--- src/rtl/wm_apb_loader_if.sv ---
// Source word stream plus APB write bus shared by the loader (master) and the
// watermark core / source (slave side).
interface wm_apb_loader_if #(
   parameter int Amba_Word       = 16,
   parameter int Amba_Addr_Depth = 20
);
   logic                     src_valid;
   logic [Amba_Word-1:0]     src_data;
   logic                     src_ready;
   logic                     PSEL;
   logic                     PENABLE;
   logic                     PWRITE;
   logic [Amba_Addr_Depth:0] PADDR;
   logic [Amba_Word-1:0]     PWDATA;
   logic                     PREADY;
   logic                     PSLVERR;

   modport master (
      input  src_valid, src_data, PREADY, PSLVERR,
      output src_ready, PSEL, PENABLE, PWRITE, PADDR, PWDATA
   );
   modport slave (
      output src_valid, src_data, PREADY, PSLVERR,
      input  src_ready, PSEL, PENABLE, PWRITE, PADDR, PWDATA
   );
endinterface

--- src/rtl/wm_apb_loader.sv ---
// APB master that streams parameters, primary and watermark images into the
// watermarking core, kicks it off, then supervises the run until Image_Done.
module wm_apb_loader #(
   parameter int Amba_Word       = 16,
   parameter int Amba_Addr_Depth = 20,
   parameter int Data_Depth      = 8,
   parameter int Num_Params      = 9,
   parameter int Start_Data      = 1,
   parameter int Timeout_Cycles  = 2**20
) (
   input  logic            clk,
   input  logic            rst,
   input  logic            cfg_start,
   input  logic [8:0]      cfg_Np,
   input  logic [8:0]      cfg_Nw,
   wm_apb_loader_if.master bus,
   input  logic            new_pixel,
   input  logic            Image_Done,
   output logic            busy,
   output logic            done,
   output logic [1:0]      err_code,
   output logic [17:0]     pixel_count
);
   localparam int AW  = Amba_Addr_Depth + 1;
   localparam int WDW = $clog2(Timeout_Cycles + 1);

   // Pixels travel inside source words, so they must fit in one.
   if (Data_Depth > Amba_Word) begin : g_bad_depth
      $error("Data_Depth exceeds Amba_Word");
   end

   typedef enum logic [2:0] {
      IDLE, FETCH, SETUP, ACCESS, START_SETUP, START_ACCESS, WAIT_DONE, DONE
   } state_t;

   state_t               state_q, state_d;
   logic [AW-1:0]        addr_q, addr_d, paddr_q, paddr_d;
   logic [Amba_Word-1:0] pwdata_q, pwdata_d;
   logic [18:0]          total_q, total_d;
   logic [17:0]          npsq_q, npsq_d, pix_q, pix_d, pix_nxt, np_sq, nw_sq;
   logic [1:0]           err_q, err_d;
   logic [WDW-1:0]       wd_q, wd_d;
   logic                 done_q, done_d;

   always_ff @(posedge clk or posedge rst) begin
      if (rst) begin
         state_q  <= IDLE;
         addr_q   <= '0;
         paddr_q  <= '0;
         pwdata_q <= '0;
         total_q  <= '0;
         npsq_q   <= '0;
         pix_q    <= '0;
         err_q    <= '0;
         wd_q     <= '0;
         done_q   <= 1'b0;
      end else begin
         state_q  <= state_d;
         addr_q   <= addr_d;
         paddr_q  <= paddr_d;
         pwdata_q <= pwdata_d;
         total_q  <= total_d;
         npsq_q   <= npsq_d;
         pix_q    <= pix_d;
         err_q    <= err_d;
         wd_q     <= wd_d;
         done_q   <= done_d;
      end
   end

   always_comb begin
      np_sq    = 18'(cfg_Np) * 18'(cfg_Np);
      nw_sq    = 18'(cfg_Nw) * 18'(cfg_Nw);
      // A pulse coincident with Image_Done still belongs to this run.
      pix_nxt  = (new_pixel && pix_q != '1) ? pix_q + 18'd1 : pix_q;
      state_d  = state_q;
      addr_d   = addr_q;
      paddr_d  = paddr_q;
      pwdata_d = pwdata_q;
      total_d  = total_q;
      npsq_d   = npsq_q;
      pix_d    = pix_q;
      err_d    = err_q;
      wd_d     = wd_q;
      done_d   = 1'b0;
      case (state_q)
         IDLE: if (cfg_start) begin
            npsq_d  = np_sq;
            total_d = 19'(Num_Params) + 19'(np_sq) + 19'(nw_sq);
            addr_d  = AW'(1);
            err_d   = '0;
            pix_d   = '0;
            state_d = FETCH;
            if (total_d == '0) begin
               state_d  = START_SETUP;
               paddr_d  = '0;
               pwdata_d = Amba_Word'(Start_Data);
            end
         end
         FETCH: if (bus.src_valid) begin
            pwdata_d = bus.src_data;
            paddr_d  = addr_q;
            state_d  = SETUP;
         end
         SETUP: state_d = ACCESS;
         ACCESS: if (bus.PREADY) begin
            if (bus.PSLVERR && err_q == 2'd0) err_d = 2'd1;
            addr_d = addr_q + 1'b1;
            // addr_q is the word just written; addresses run 1..total.
            if (32'(addr_q) < 32'(total_q)) begin
               state_d = FETCH;
            end else begin
               state_d  = START_SETUP;
               paddr_d  = '0;
               pwdata_d = Amba_Word'(Start_Data);
            end
         end
         START_SETUP: state_d = START_ACCESS;
         START_ACCESS: if (bus.PREADY) begin
            if (bus.PSLVERR && err_q == 2'd0) err_d = 2'd1;
            wd_d    = '0;
            state_d = WAIT_DONE;
         end
         WAIT_DONE: begin
            pix_d = pix_nxt;
            if (Image_Done) begin
               if (err_q == 2'd0 && pix_nxt != npsq_q) err_d = 2'd2;
               state_d = DONE;
            end else if (wd_q == WDW'(Timeout_Cycles - 1)) begin
               if (err_q == 2'd0) err_d = 2'd3;
               state_d = DONE;
            end else begin
               wd_d = wd_q + 1'b1;
            end
         end
         DONE: begin
            state_d = IDLE;
            done_d  = 1'b1;
         end
         default: state_d = IDLE;
      endcase
   end

   // Bus strobes decode straight from state so reset drops them immediately.
   assign bus.PSEL      = (state_q == SETUP) || (state_q == ACCESS) ||
                          (state_q == START_SETUP) || (state_q == START_ACCESS);
   assign bus.PENABLE   = (state_q == ACCESS) || (state_q == START_ACCESS);
   assign bus.PWRITE    = bus.PSEL;
   assign bus.PADDR     = paddr_q;
   assign bus.PWDATA    = pwdata_q;
   assign bus.src_ready = (state_q == FETCH);
   assign busy          = (state_q != IDLE);
   assign done          = done_q;
   assign err_code      = err_q;
   assign pixel_count   = pix_q;
endmodule

--- src/flat_wrapper.sv ---
// flat-port wrapper written by rule: the top's interface ports become plain ports
module wm_apb_loader_flat 
#(
   parameter int Amba_Word       = 16,
   parameter int Amba_Addr_Depth = 20,
   parameter int Data_Depth      = 8,
   parameter int Num_Params      = 9,
   parameter int Start_Data      = 1,
   parameter int Timeout_Cycles  = 2**20
)
  (clk, rst, cfg_start, cfg_Np, cfg_Nw, new_pixel, Image_Done, busy, done, err_code, pixel_count, bus_src_valid, bus_src_data, bus_PREADY, bus_PSLVERR, bus_src_ready, bus_PSEL, bus_PENABLE, bus_PWRITE, bus_PADDR, bus_PWDATA);
  wm_apb_loader_if #(.Amba_Word(Amba_Word), .Amba_Addr_Depth(Amba_Addr_Depth)) bus_i ();
  input  logic clk;
  input  logic rst;
  input  logic cfg_start;
  input  logic [8:0] cfg_Np;
  input  logic [8:0] cfg_Nw;
  input  logic new_pixel;
  input  logic Image_Done;
  output logic busy;
  output logic done;
  output logic [1:0] err_code;
  output logic [17:0] pixel_count;
  input wire logic [$bits(bus_i.src_valid)-1:0] bus_src_valid;
  input wire logic [$bits(bus_i.src_data)-1:0] bus_src_data;
  input wire logic [$bits(bus_i.PREADY)-1:0] bus_PREADY;
  input wire logic [$bits(bus_i.PSLVERR)-1:0] bus_PSLVERR;
  output wire logic [$bits(bus_i.src_ready)-1:0] bus_src_ready;
  output wire logic [$bits(bus_i.PSEL)-1:0] bus_PSEL;
  output wire logic [$bits(bus_i.PENABLE)-1:0] bus_PENABLE;
  output wire logic [$bits(bus_i.PWRITE)-1:0] bus_PWRITE;
  output wire logic [$bits(bus_i.PADDR)-1:0] bus_PADDR;
  output wire logic [$bits(bus_i.PWDATA)-1:0] bus_PWDATA;
  assign bus_i.src_valid = bus_src_valid;
  assign bus_i.src_data = bus_src_data;
  assign bus_i.PREADY = bus_PREADY;
  assign bus_i.PSLVERR = bus_PSLVERR;
  assign bus_src_ready = bus_i.src_ready;
  assign bus_PSEL = bus_i.PSEL;
  assign bus_PENABLE = bus_i.PENABLE;
  assign bus_PWRITE = bus_i.PWRITE;
  assign bus_PADDR = bus_i.PADDR;
  assign bus_PWDATA = bus_i.PWDATA;
  wm_apb_loader #(.Amba_Word(Amba_Word), .Amba_Addr_Depth(Amba_Addr_Depth), .Data_Depth(Data_Depth), .Num_Params(Num_Params), .Start_Data(Start_Data), .Timeout_Cycles(Timeout_Cycles)) u_core (.clk(clk), .rst(rst), .cfg_start(cfg_start), .cfg_Np(cfg_Np), .cfg_Nw(cfg_Nw), .bus(bus_i), .new_pixel(new_pixel), .Image_Done(Image_Done), .busy(busy), .done(done), .err_code(err_code), .pixel_count(pixel_count));
endmodule
--- config.mk ---
export PLATFORM = sky130hd
export DESIGN_NAME = wm_apb_loader_flat
export DESIGN_NICKNAME = d
export VERILOG_FILES = /design/src/rtl/wm_apb_loader_if.sv /design/src/rtl/wm_apb_loader.sv /design/src/flat_wrapper.sv
export SDC_FILE = /design/constraint.sdc
export NUM_CORES = 1
export LEC_CHECK = 0
export CORE_MARGIN = 2
export CORE_UTILIZATION = 54
export CTS_CLUSTER_DIAMETER = 40
export DETAILED_ROUTE_END_ITERATION = 10
export HOLD_SLACK_MARGIN = 0.12
export PLACE_DENSITY = 0.78
export SLEW_MARGIN = 15
export SYNTH_ARGS = -nofsm -noshare
export SYNTH_HDL_FRONTEND = slang
export SYNTH_SLANG_ARGS = --single-unit
--- constraint.sdc ---
create_clock -name clk -period 4.59 [get_ports clk]
set_input_delay 0.6885 -clock clk [delete_from_list [all_inputs] [get_ports clk]]
set_output_delay 0.6885 -clock clk [all_outputs]
set_load 0.02 [all_outputs]
==> impl_metrics.toml <==
[worst_setup_path]
required_ns = 4.90
critical_path_arrival_ns = 7.06
slowest_stage = "fa_1"
r2r_slack_ns = 1.55
worstSetupEndpointType = "flip-flop"
critPathKind = "input pin to flip-flop"
max_stage_delay_ns = 0.57
cpMostUsedCell = "fa_1"
critical_path.startpoint_type = "input pin"
cp_max_fo = 7
r2r_cells = 8

[synthesis]
ys.flop_type = "dfrtp_1"
netlist_instances = 1398
synth-seq-cells = 139
synthesis.area_mm2 = 0.0122
syn_nets = 1614
synth_edf_count = 0
synth_warnings = 0
synthArstFlopShare = 1.00
ys_types = 66
syn_avg_cell_area_um2 = 8.74
synth-seq-area-share = 0.285

[final_layout]
num_antenna_cells = 0
fillCellCount = 1551
nets = 1874
drive_gt1_frac = 0.233
final_cell_count_no_fill = 1956
layout_common_cells = "buf_4 (168), nand2_1 (162), inv_1 (153)"
layout_commonest_cell = "buf_4"
syn_to_final_growth_pct = 32.9

[place]
dp_cells = 1900
portBuffers = 104
gp_congestion = 0.904
pre_cts_ws_ns = -2.96
dp_hpwl_um = 22900

[hold_path]
hold_path_class = "flip-flop to flip-flop"
min_path_cells = 2

[floorplanning]
die_h_um = 154
chipWidth_um = 154
start_util = 0.545
row_count = 55
coreArea_mm2 = 0.0224
pin_count = 105
die-area_mm2 = 0.0239

[cts]
root_buffer = "clkbuf_16"
cts_sinks = 139
clkLatencyLatePin_ns = 0.42
htree_levels = 4
cts_buffer_depth = 2
cts_buffers = 17
cts_tree = "yes"
clkSlewWorstSetupHoldPaths_ns = 0.07

[global_route]
grt_usage = 0.270
antenna_found_initial = 0
first_global_vias = 11300
grt_max_degree = 79
grt_pass1_wl_um = 53300
overflow = 0

[timing]
slew_violations = 0
tightest_slew_ns = 0.980
post-route-period-util = 1.47
grt_setup_unrepaired = "yes"
fmax_ghz = 0.148
skew_ns = 0.0127
finalHoldViolations = 0
slew_headroom = 0.341
fin_crit_ns = 6.75
setup_viol = 52
setup_ws_ns = -2.16

[detailed_routing]
vias = 11000
wl_um = 32100
first_iter_violations = 777
via_per_inst = 5.63
first_pass_iters = 5
drc = 0
ant_nets = 0
wl_per_cell_um = 16.4

[status]
violations = "negative setup slack"
status = "complete, but fails checks"

[job]
maxCapViolations = 0
[critical path: cells and delay by family]
kind                       cells  cell delay (ns)
and+or+nand+nor                5             1.34
buffers and inverters          8             0.77
AOI/OAI and AO/OA              8             1.08
xor gates and xnor gates       1             0.18
adders and majority gates      7             3.01
[synthesized netlist by cell type, types with 6 or more instances]
cell type | n | area (um^2)
a22oi_1 | 37 | 278
a31oi_1 | 8 | 50.1
a211oi_1 | 6 | 45.0
nand4_1 | 17 | 106
clkbuf_1 | 37 | 139
o31ai_1 | 7 | 52.6
nand3_1 | 37 | 185
xnor2_1 | 46 | 403
o22ai_1 | 7 | 43.8
or3_1 | 13 | 81.3
xor2_1 | 50 | 438
o211ai_1 | 7 | 52.6
o21a_1 | 6 | 45.0
dfrtp_1 | 139 | 3480
nor2_1 | 92 | 345
o21ai_2 | 19 | 166
o21ai_0 | 90 | 450
fa_1 | 83 | 1660
and3_1 | 13 | 81.3
nor2b_1 | 13 | 81.3
inv_1 | 170 | 638
a21oi_1 | 54 | 270
nor3_1 | 27 | 135
nor4_1 | 6 | 37.5
a21o_1 | 12 | 90.1
ha_1 | 91 | 1140
mux2_2 | 6 | 67.6
nand2_1 | 171 | 642
and2_1 | 53 | 332
[layer usage]
metal,global-route usage,part of all wire,up-vias
li1,-,-,5219
met5,0,0,-
met3,0.0322,0.042,62
met4,0.0847,0.024,0
met1,0.341,0.42,5418
met2,0.487,0.52,311
[path summary, 6_finish.rpt]
kind,start,endpoint
setup / recovery,cfg_Np[5],u_core.bus.PADDR[6]
hold / removal,u_core.total_q[5],u_core.total_q[5]
setup reg to reg,u_core.pixel_count[0],u_core.err_code[1]
hold reg to reg,u_core.total_q[5],u_core.total_q[5]
max in group asynchronous,rst,u_core.addr_q[2]
min in group asynchronous,rst,u_core.bus.PADDR[2]
[kinds of logic after synthesis]
| family | after synthesis | synth area share |
|---|---|---|
| AOI/OAI and AO/OA | 286 | 0.151 |
| xor gates and xnor gates | 96 | 0.0688 |
| muxes | 10 | 0.00880 |
| DFF | 139 | 0.285 |
| and+or+nand+nor | 469 | 0.184 |
| adders and majority gates | 174 | 0.229 |
| buffers and inverters | 224 | 0.0737 |
[state kept, by name, indices dropped and copies added (netlist names)]
register	cells
u_core.npsq_q	17
u_core.state_q	3
u_core.total_q	19
u_core.done	1
u_core.wd_q	21
u_core.addr_q	21
u_core.pixel_count	18
u_core.bus.PADDR	21
u_core.err_code	2
u_core.bus.PWDATA	16
[layout make-up]
class / instances / area (um^2) / share of cell area
Clock inverter: 14 / 163 / 0.0100
Inverter: 171 / 649 / 0.0400
Sequential cell: 139 / 3480 / 0.214
Clock buffer: 18 / 439 / 0.0270
Multi-Input combinational cell: 1035 / 8590 / 0.529
Timing Repair Buffer: 294 / 2570 / 0.158
Tap cell: 285 / 357 / 0.0219
[through the flow]
step	hold WS, ns	setup TNS (ns)	cell area (um^2)	util
4_1_cts	0.489	-93.10	15900	0.710
2_1_floorplan	0.449	-94.36	12500	-
3_3_place_gp	0.470	-137.87	14900	0.662
5_1_grt	0.518	-107.37	16200	0.724
6_report	0.487	-96.24	16200	0.724
3_5_place_dp	0.474	-145.74	14900	0.662
[what timing repair did]
item                                    4_1_cts  5_1_grt
hold buffers                                  0        0
gates resized for setup                     138       62
pin swaps                                    62       52
buffers inserted                             16       15
endpoints found under the setup margin       60       56
gates cloned                                  2        0
hold endpoints to repair                      0        0
Power is left out: the tool's default activity adds up to more than one toggle a clock period on the data nets, which glitch-free logic cannot reach.
